File: config.mk
export PLATFORM = sky130hd
export DESIGN_NAME = crossbar_ctl
export DESIGN_NICKNAME = d
export VERILOG_FILES = /design/src/rtl/crossbar_pkg.sv /design/src/rtl/crossbar_beat_cnt.sv /design/src/rtl/crossbar_ctl.sv
export SDC_FILE = /design/constraint.sdc
export NUM_CORES = 1
export LEC_CHECK = 0
export BUFFER_PORTS_ARGS = -buffer_cell sky130_fd_sc_hd__buf_2
export CAP_MARGIN = 20
export CORE_MARGIN = 4
export CORE_UTILIZATION = 55
export DETAILED_ROUTE_END_ITERATION = 16
export GPL_TIMING_DRIVEN = 0
export PLACE_DENSITY = 0.87
export SETUP_SLACK_MARGIN = 0.02
export SYNTH_ARGS = -nofsm -noshare
export SYNTH_HDL_FRONTEND = slang
export SYNTH_SLANG_ARGS = --single-unit
File: constraint.sdc
create_clock -name clk -period 3.32 [get_ports clk]
set_input_delay 0.332 -clock clk [delete_from_list [all_inputs] [get_ports clk]]
set_output_delay 0.332 -clock clk [all_outputs]
set_load 0.01 [all_outputs]
File: src/rtl/crossbar_pkg.sv
// Shared types and TileLink constants for the crossbar transaction controller.
// Beat-count helper converts a clamped log2 transfer size into bus beats.
package crossbar_pkg;

  typedef enum logic [2:0] {
    StIdle,
    StArb,
    StReq,
    StDataA,
    StResp
  } ctl_state_t;

  localparam logic [2:0] TL_PUT_FULL     = 3'd0;
  localparam logic [2:0] TL_PUT_PARTIAL  = 3'd1;
  localparam logic [2:0] TL_GET          = 3'd4;

  localparam logic [2:0] ACCESS_ACK      = 3'd0;
  localparam logic [2:0] ACCESS_ACK_DATA = 3'd1;

  // Wide enough for a 3-bit size even with a byte-wide bus (128 beats).
  localparam int unsigned CNT_W = 8;

  function automatic logic [CNT_W-1:0] tl_beats(input logic [2:0]  size,
                                                input int unsigned beat_log2,
                                                input int unsigned max_size);
    int unsigned sz;
    sz = 32'(size);
    if (sz > max_size) sz = max_size;
    if (sz <= beat_log2) return CNT_W'(1);
    return CNT_W'(1) << (sz - beat_log2);
  endfunction

endpackage

File: src/rtl/crossbar_beat_cnt.sv
// Loadable down-counter for outstanding beats; 'last' flags the final beat.
// Load takes priority over decrement; decrement saturates at zero.
module crossbar_beat_cnt
  import crossbar_pkg::*;
(
  input  logic             clk,
  input  logic             rst,
  input  logic             load,
  input  logic [CNT_W-1:0] load_val,
  input  logic             dec,
  output logic             last
);

  logic [CNT_W-1:0] count_q, count_d;

  always_comb begin
    count_d = count_q;
    if (load) begin
      count_d = load_val;
    end else if (dec && (count_q != '0)) begin
      count_d = count_q - CNT_W'(1);
    end
  end

  always_ff @(posedge clk) begin
    if (rst) begin
      count_q <= '0;
    end else begin
      count_q <= count_d;
    end
  end

  assign last = (count_q == CNT_W'(1));

endmodule

File: src/rtl/crossbar_ctl.sv
// Crossbar transaction controller: pulses set_owner/clr_owner around each A/D transaction.
// Optional watchdog abort is enabled by defining CROSSBAR_TIMEOUT_EN.
module crossbar_ctl
  import crossbar_pkg::*;
#(
  parameter int unsigned NMASTER   = 16,
  parameter int unsigned BEAT_LOG2 = 3,
  parameter int unsigned MAX_SIZE  = 6,
  parameter int unsigned TIMEOUT   = 1024
) (
  input  logic               clk,
  input  logic               rst,
  input  logic [NMASTER-1:0] request,
  input  logic               a_valid,
  input  logic               a_ready,
  input  logic [2:0]         a_opcode,
  input  logic [2:0]         a_size,
  input  logic               d_valid,
  input  logic               d_ready,
  output logic               set_owner,
  output logic               clr_owner,
  output logic               busy,
  output logic               timeout_err
);

  ctl_state_t state_q, state_d;

  logic             a_fire, d_fire;
  logic             is_put, is_get;
  logic [CNT_W-1:0] beats, d_need;
  logic             a_load, a_dec, a_last;
  logic             d_load, d_dec, d_last;
  logic [CNT_W-1:0] a_load_val, d_load_val;
  logic             wd_abort;

  assign a_fire = a_valid & a_ready;
  assign d_fire = d_valid & d_ready;
  assign is_put = (a_opcode == TL_PUT_FULL) || (a_opcode == TL_PUT_PARTIAL);
  assign is_get = (a_opcode == TL_GET);
  assign beats  = tl_beats(a_size, BEAT_LOG2, MAX_SIZE);
  // Only Get returns multiple D beats; Puts and unknown opcodes get one ack.
  assign d_need = is_get ? beats : CNT_W'(1);

  always_comb begin
    state_d    = state_q;
    set_owner  = 1'b0;
    clr_owner  = 1'b0;
    a_load     = 1'b0;
    a_load_val = '0;
    a_dec      = 1'b0;
    d_load     = 1'b0;
    d_load_val = '0;
    d_dec      = 1'b0;
    case (state_q)
      StIdle: begin
        if (|request) begin
          set_owner = 1'b1;
          state_d   = StArb;
        end
      end
      StArb: state_d = StReq;
      StReq: begin
        if (a_fire) begin
          if (is_put && (beats > CNT_W'(1))) begin
            a_load     = 1'b1;
            a_load_val = beats - CNT_W'(1);
            state_d    = StDataA;
          end else if (d_fire && (d_need == CNT_W'(1))) begin
            // Zero-latency slave: A and its only D beat in the same cycle.
            clr_owner = 1'b1;
            state_d   = StIdle;
          end else begin
            d_load     = 1'b1;
            d_load_val = d_fire ? (d_need - CNT_W'(1)) : d_need;
            state_d    = StResp;
          end
        end
      end
      StDataA: begin
        if (a_fire) begin
          a_dec = 1'b1;
          if (a_last) begin
            d_load     = 1'b1;
            d_load_val = CNT_W'(1);
            state_d    = StResp;
          end
        end
      end
      StResp: begin
        if (d_fire) begin
          d_dec = 1'b1;
          if (d_last) begin
            clr_owner = 1'b1;
            state_d   = StIdle;
          end
        end
      end
      default: state_d = StIdle;
    endcase
    if (wd_abort) begin
      clr_owner = 1'b1;
      state_d   = StIdle;
    end
  end

  always_ff @(posedge clk) begin
    if (rst) begin
      state_q <= StIdle;
    end else begin
      state_q <= state_d;
    end
  end

  assign busy = (state_q != StIdle) | set_owner;

  crossbar_beat_cnt u_a_left (
    .clk      (clk),
    .rst      (rst),
    .load     (a_load),
    .load_val (a_load_val),
    .dec      (a_dec),
    .last     (a_last)
  );

  crossbar_beat_cnt u_d_left (
    .clk      (clk),
    .rst      (rst),
    .load     (d_load),
    .load_val (d_load_val),
    .dec      (d_dec),
    .last     (d_last)
  );

`ifdef CROSSBAR_TIMEOUT_EN
  localparam int unsigned WdW = (TIMEOUT > 1) ? $clog2(TIMEOUT) : 1;

  logic [WdW-1:0] wd_q, wd_d;
  logic           wd_active;

  assign wd_active = (state_q == StReq) || (state_q == StDataA) || (state_q == StResp);
  // A fire in the abort cycle counts as progress and suppresses the abort.
  assign wd_abort  = wd_active && !(a_fire || d_fire) && (wd_q == WdW'(TIMEOUT - 1));

  always_comb begin
    wd_d = wd_q;
    if (!wd_active || a_fire || d_fire) begin
      wd_d = '0;
    end else begin
      wd_d = wd_q + WdW'(1);
    end
  end

  always_ff @(posedge clk) begin
    if (rst) begin
      wd_q <= '0;
    end else begin
      wd_q <= wd_d;
    end
  end

  assign timeout_err = wd_abort;
`else
  logic [31:0] unused_timeout;
  assign unused_timeout = TIMEOUT;
  assign wd_abort       = 1'b0;
  assign timeout_err    = 1'b0;
`endif

endmodule

==> results of run 1 <==
[how the worst max path moves through the flow]
stage,depth (start not counted),endpoint,start
2_1_floorplan,14,u_d_left.count_q[7],a_size[2]
3_3_place_gp,15,u_d_left.count_q[2],a_size[2]
3_5_place_dp,15,u_d_left.count_q[2],a_size[2]
4_1_cts,14,clr_owner,a_size[2]
5_1_grt,14,clr_owner,a_size[2]
6_report,14,clr_owner,a_size[2]
[final cells by class]
| cell class | instances | area (µm²) | share of cell area |
|---|---|---|---|
| Clock buffer | 3 | 22.5 | 0.0110 |
| Tap cell | 44 | 55.1 | 0.0270 |
| Clock inverter | 1 | 5.00 | 0.00246 |
| Buffer | 15 | 80.1 | 0.0393 |
| Inverter | 8 | 30.0 | 0.0147 |
| Sequential cell | 19 | 380 | 0.187 |
| Timing Repair Buffer | 30 | 150 | 0.0737 |
| Multi-Input combinational cell | 189 | 1320 | 0.645 |
[flip-flops by register name, summed over array words and instances, names as in the netlist]
signal	flops
u_a_left.count_q	8
u_d_left.count_q	8
state_q	3
[routing by layer]
layer  part of all wire  wire, µm  global-route usage  vias to the layer above
met5                  0         0                   0                        -
met4              0.010        46              0.0389                        0
met3              0.055       253              0.0427                        6
met2               0.50      2310               0.378                       55
met1               0.43      2010               0.306                      895
li1                   -         -                   -                      954
[repair_timing]
item,in CTS,in global routing
setup buffers,0,0
setup endpoints to repair,7,0
gates resized for setup,1,0
[power groups by stage]
stage | clock network, mW | registers (mW) | logic [mW]
2_1_floorplan | 0 | 0.246 | 0.103
3_3_place_gp | 0 | 0.248 | 0.145
3_5_place_dp | 0 | 0.248 | 0.148
4_1_cts | 0.126 | 0.243 | 0.149
5_1_grt | 0.137 | 0.244 | 0.167
6_report | 0.124 | 0.243 | 0.151
[critical path: cells and delay by family]
family          cells  cell delay (ns)
compound gates      2             0.20
fa+ha+maj           3             0.58
buf+inv             4             0.72
simple gates        5             0.93
[per-stage QoR]
step | util | cell area (µm²) | std cells | worst slack, ns
after floorplan | - | 1810 | 232 | 0.257
after global placement | 0.648 | 2010 | 306 | -0.427
after detailed placement | 0.648 | 2010 | 306 | -0.439
after CTS | 0.657 | 2040 | 309 | 0.245
after global routing | 0.657 | 2040 | 309 | 0.0234
final | 0.657 | 2040 | 309 | 0.211
[Yosys cell counts (2+ instances only)]
cell,count
nand4_1,7
and4_1,2
a31oi_1,5
clkbuf_1,9
nand3_1,7
xnor2_1,4
mux2_2,2
inv_1,8
o21ai_0,6
o2111ai_1,2
or3_1,2
o22ai_1,3
buf_2,4
o211ai_1,3
xor2_1,5
ha_1,9
buf_6,2
nor3b_1,5
a21oi_1,12
nor2_1,21
nor3_1,6
nand4b_1,2
a221oi_1,2
or4_1,2
a211oi_1,8
nand2b_1,3
nand2_1,18
dfxtp_1,19
and3b_1,2
nor2b_1,3
nor2_2,2
or3b_2,3
nor4b_1,2
nor4_1,11
[cell families after synthesis]
kind of cell	Yosys count	synth area share
AND/OR/NAND/NOR	108	0.346
AO/OA/AOI/OAI	58	0.246
buffers and inverters	24	0.0630
flip-flops	19	0.211
adder cells (fa/ha/maj)	9	0.0623
XOR/XNOR	9	0.0436
multiplexers	4	0.0263
other	1	0.00208
[cells in the final DEF (no fill, tap or decap), drive strengths merged, types with 4 or more instances in the layout]
cell type	instances
dfxtp	19
buf	37
o21ai	6
o211ai	4
nor4	11
nand2	18
nor2	23
a211oi	9
nor3	7
or3b	4
nor3b	5
nand4	7
a31oi	5
nand3	7
inv	8
a21oi	12
ha	9
xor2	5
xnor2	4
clkbuf	11
==> results.cfg, run 1 <==
[worst_setup_path]
ff2ff_setup_slack_ns = 1.19
critical_path_class = in2out
required_ns = 2.99
cp_slowest_cell = nor2b_2
arrival_ns = 2.78
cpPeakStageDelay_ns = 0.36
crit_chain = buf_2, nand2_1, and2_1, ha_1, inv_1, ha_1, clkbuf_1, nor2b_2, nand4_1, ha_1, o311a_4, nand3_1, a21oi_1, buf_2
endpoint_kind = output port
r2r_start = u_d_left.count_q[0]
ff2ff_path_depth = 7
startpoint_type = input port
r2r_end = u_d_left.count_q[6]
timing.critical_path.mode_cell = ha_1
crit_fanout = 15

[final_layout]
fin_nets = 303
fill_cells = 281
drive_gt1_frac = 0.219
antenna_cells = 0
area_delta_synth_final_pct = 12.8

[clock_network]
cts.reportedPaths.clkPinSlew_ns = 0.12
cts_tree = done
ctsHtreeMaxLevel = 1
cts_buffers = 3
cts-hold-fix-buffers = 0
ctsRootBufferMaster = clkbuf_4
clock-sinks = 19
clock_latency_ns = 0.32
clock_path_buffers = 2

[synthesis]
syn_inst = 232
seq_area_frac_synth = 0.211
syn_area_per_cell_um2 = 7.79
synth_seq_cells = 19
synthesis.area_mm2 = 0.00181
synth-edff-count = 0
synthTopCellsByArea = dfxtp_1 (21%), ha_1 (6.2%), nor2_1 (4.4%), nor4_1 (3.8%), nand2_1 (3.7%)
netlist.area_leader.share = 0.211
synthDistinctLibCells = 65
yosysWarnings = 0
syn_nets = 269
yosysTopAreaCell = dfxtp_1
synth-main-ff-cell = dfxtp_1
synthArstFlopShare = 0

[floorplan]
num_io_pins = 32
dieArea_mm2 = 0.00427
start_util = 0.582
die_y_um = 65.3
dieWidth_um = 65.3
num_rows = 20
core_mm2 = 0.00310

[global_route]
first_global_vias = 1728
grt_pass1_wl_um = 7890
grt_use_total = 0.226
grt.overflow.total = 0
grt_max_degree = 16
antenna_found_initial = 0

[detailed_routing]
num_vias = 1910
dr.first_iter.drc_count = 144
drt_wl_total_um = 4620
detail-route-antenna-nets = 0
viasPerCell = 6.18
drc = 0
dr.pass1.iters = 4
drt-wirelength-per-cell_um = 14.9

[timing]
drv_slew = 0
timing.hold.ws_ns = 0.299
maxSlewHeadroom = 0.548
period_minus_slack_ns = 3.11
clock_skew_ns = 0.0152
hold_viol_final = 0
fin_crit_sh = 0.937
tightest_slew_ns = 0.677
rsz0062_at_grt = false
fmax_mhz = 322
setup_viol_count_final = 0
setup_tns_ns = 0

[power_and_ir_drop]
pwr-share-clk = 0.239
irDropWorstVdd_mv = 0.318
total_power_mw = 0.518
swShare = 0.342
power.density_mw_per_mm2 = 254
power.internal_mw = 0.341
power_frac_comb = 0.291
p_leak_nw = 0.768
p_switching_mw = 0.177
seqPwrFrac = 0.469

[hold_path]
min_to = u_d_left.count_q[6]
hold_depth = 3
hold_path_startpoint = rst
hold_class = in2reg

[placement]
io_buffers = 30
dp_hpwl_um = 3570
place_congestion = 0.912

[run_status]
status = finished, final reports clean

[job]
maxCapViolations = 0
(Power assumes the default switching activity.)
==> run 2: changes to the inputs <==
CORE_UTILIZATION = 51   (was 55)
PLACE_DENSITY = 0.85   (was 0.87)
clock period = 2.69 ns   (was 3.32 ns; I/O delays follow)
==> run 2 against run 1 <==
Clock skew shrank 0.0022 ns. Cell count rose by 2.3%. Critical path type unchanged. Via count up 0.42%. Critical path depth did not move. Critical endpoint unchanged. Sequential cell count unchanged. Setup slack got worse by 0.099 ns. Combinational power grew 34%.
==> results.cfg, run 2 (synthesis gave the netlist of run 1 again) <==
[run_status]
status = finished, final reports clean

[final_layout]
antenna_cells = 0
area_delta_synth_final_pct = 17.3
fill_cells = 304
drive_gt1_frac = 0.248
multi_input_area_mm2 = 0.00133
finish.utilization = 0.625
mostFrequentLayoutCell = buf_2
fin_nets = 308
reg.largest.list = u_a_left.count_q x8, u_d_left.count_q x8, state_q x3
regArea_um2 = 380
postLayoutCellArea_mm2 = 0.00212
layout_common_cells = buf_2 (32), nor2_1 (21), dfxtp_1 (19), nand2_1 (17), a21oi_1 (12)

[timing]
period_minus_slack_ns = 2.58
setup_viol_count_final = 0
drv_slew = 0
fmax_mhz = 388
timing.hold.ws_ns = 0.214
clock_skew_ns = 0.0130
hold_viol_final = 0
fin_crit_sh = 0.958
rsz0062_at_grt = true
maxSlewHeadroom = 0.541
tightest_slew_ns = 0.687

[power_and_ir_drop]
power.density_mw_per_mm2 = 312
power_frac_comb = 0.305
p_leak_nw = 0.807
p_switching_mw = 0.230
irDropWorstVdd_mv = 0.250
seqPwrFrac = 0.453
power.internal_mw = 0.432
swShare = 0.347
pwr-share-clk = 0.242

[detailed_routing]
dr.first_iter.drc_count = 143
viasPerCell = 6.07
drt_wl_total_um = 4780
num_vias = 1918
dr.pass1.iters = 4
drc = 0
drt-wirelength-per-cell_um = 15.1
detail-route-antenna-nets = 0

[floorplan]
start_util = 0.533
die_y_um = 67.5
dieArea_mm2 = 0.00456
dieWidth_um = 67.5
core_mm2 = 0.00339
num_rows = 21
num_io_pins = 32

[clock_network]
clock_path_buffers = 2
cts_buffers = 3
clock-sinks = 19
ctsRootBufferMaster = clkbuf_4
ctsHtreeMaxLevel = 1
cts_tree = done
clock_latency_ns = 0.33
cts.reportedPaths.clkPinSlew_ns = 0.12

[worst_setup_path]
cpPeakStageDelay_ns = 0.23
crit_end = clr_owner
r2r_end = u_d_left.count_q[6]
crit_chain = buf_6, nand2_2, and2_1, ha_1, inv_1, ha_1, buf_6, nor2b_4, nand4_1, ha_2, o311a_4, nand3_1, a21oi_1, buf_2
arrival_ns = 2.31
crit_fanout = 15
startpoint = a_size[2]
ff2ff_path_depth = 7
ff2ff_setup_slack_ns = 0.51
critical_path_class = in2out
startpoint_type = input port
worstSetupPathDepth = 14
required_ns = 2.42
cp_slowest_cell = ha_1
cp_num_buf_inv = 4
r2r_start = u_d_left.count_q[0]
endpoint_kind = output port
critPathTopFamily = adder cells

[global_route]
grt_pass1_wl_um = 7820
antenna_found_initial = 0
grt_max_degree = 16
grt_use_total = 0.222
first_global_vias = 1696
grt.overflow.total = 0

[hold_path]
hold_class = in2reg

[placement]
place_area_mm2 = 0.00203
dp_hpwl_um = 3570
place_congestion = 0.885
io_buffers = 30

[job]
maxCapViolations = 0
run 2: area by class of cell:
type	instances	share of cell area
multi-input cells	189	0.626
flip-flops and latches	19	0.179
repair buffers	35	0.0986
plain buffers	15	0.0413
well taps	46	0.0272
inverters	8	0.0142
clock buffers	3	0.0106
clock inverters	1	0.00236
run 2: worst min path at each step:
stage / from / to / slack [ns] / depth (start not counted)
after floorplan: a_size[1] / u_a_left.count_q[2] / 0.43 / 2
after global placement: u_d_left.count_q[6] / u_d_left.count_q[6] / 0.52 / 2
after detailed placement: u_d_left.count_q[6] / u_d_left.count_q[6] / 0.53 / 2
after CTS: a_size[2] / u_a_left.count_q[2] / 0.24 / 3
after global routing: a_size[2] / u_a_left.count_q[2] / 0.21 / 3
final: a_size[2] / u_a_left.count_q[2] / 0.21 / 3
run 2: what timing repair did:
item / in CTS / in global routing
gates resized for setup: 3 / 6
hold buffers: 0 / 0
endpoints found under the setup margin: 9 / 7
pin swaps: 2 / 4
buffers inserted: 4 / 1
run 2: power groups by stage:
stage / clock [mW] / combinational [mW] / sequential [mW]
after floorplan: 0 / 0.132 / 0.303
after global placement: 0 / 0.184 / 0.306
after detailed placement: 0 / 0.188 / 0.306
after CTS: 0.160 / 0.195 / 0.299
after global routing: 0.173 / 0.223 / 0.302
final: 0.160 / 0.202 / 0.300
run 2: worst register-to-register path: stages (launching register included):
cell      delay, ns
dfxtp_1        0.37
inv_1          0.07
ha_1           0.18
nor3b_1        0.59
nand2_1        0.14
xor2_1         0.17
a311o_1        0.36
a311oi_1       0.23
run 2: per-layer routing:
layer | wire length, µm | global-route usage | vias up | share of wire
met2 | 2310 | 0.346 | 44 | 0.48
met1 | 2200 | 0.302 | 902 | 0.46
met4 | 85 | 0.0835 | 0 | 0.018
met3 | 186 | 0.0416 | 9 | 0.039
li1 | - | - | 963 | -
met5 | 0 | 0 | - | 0
run 2: stage by stage:
step / instances / setup slack (ns) / setup TNS, ns / power (mW)
6_report: 316 / 0.112 / 0 / 0.662
2_1_floorplan: 232 / 0.0233 / 0 / 0.435
4_1_cts: 315 / 0.0315 / 0 / 0.654
5_1_grt: 316 / 0.0139 / 0 / 0.697
3_5_place_dp: 308 / -0.526 / -4.04 / 0.493
3_3_place_gp: 308 / -0.454 / -3.51 / 0.489
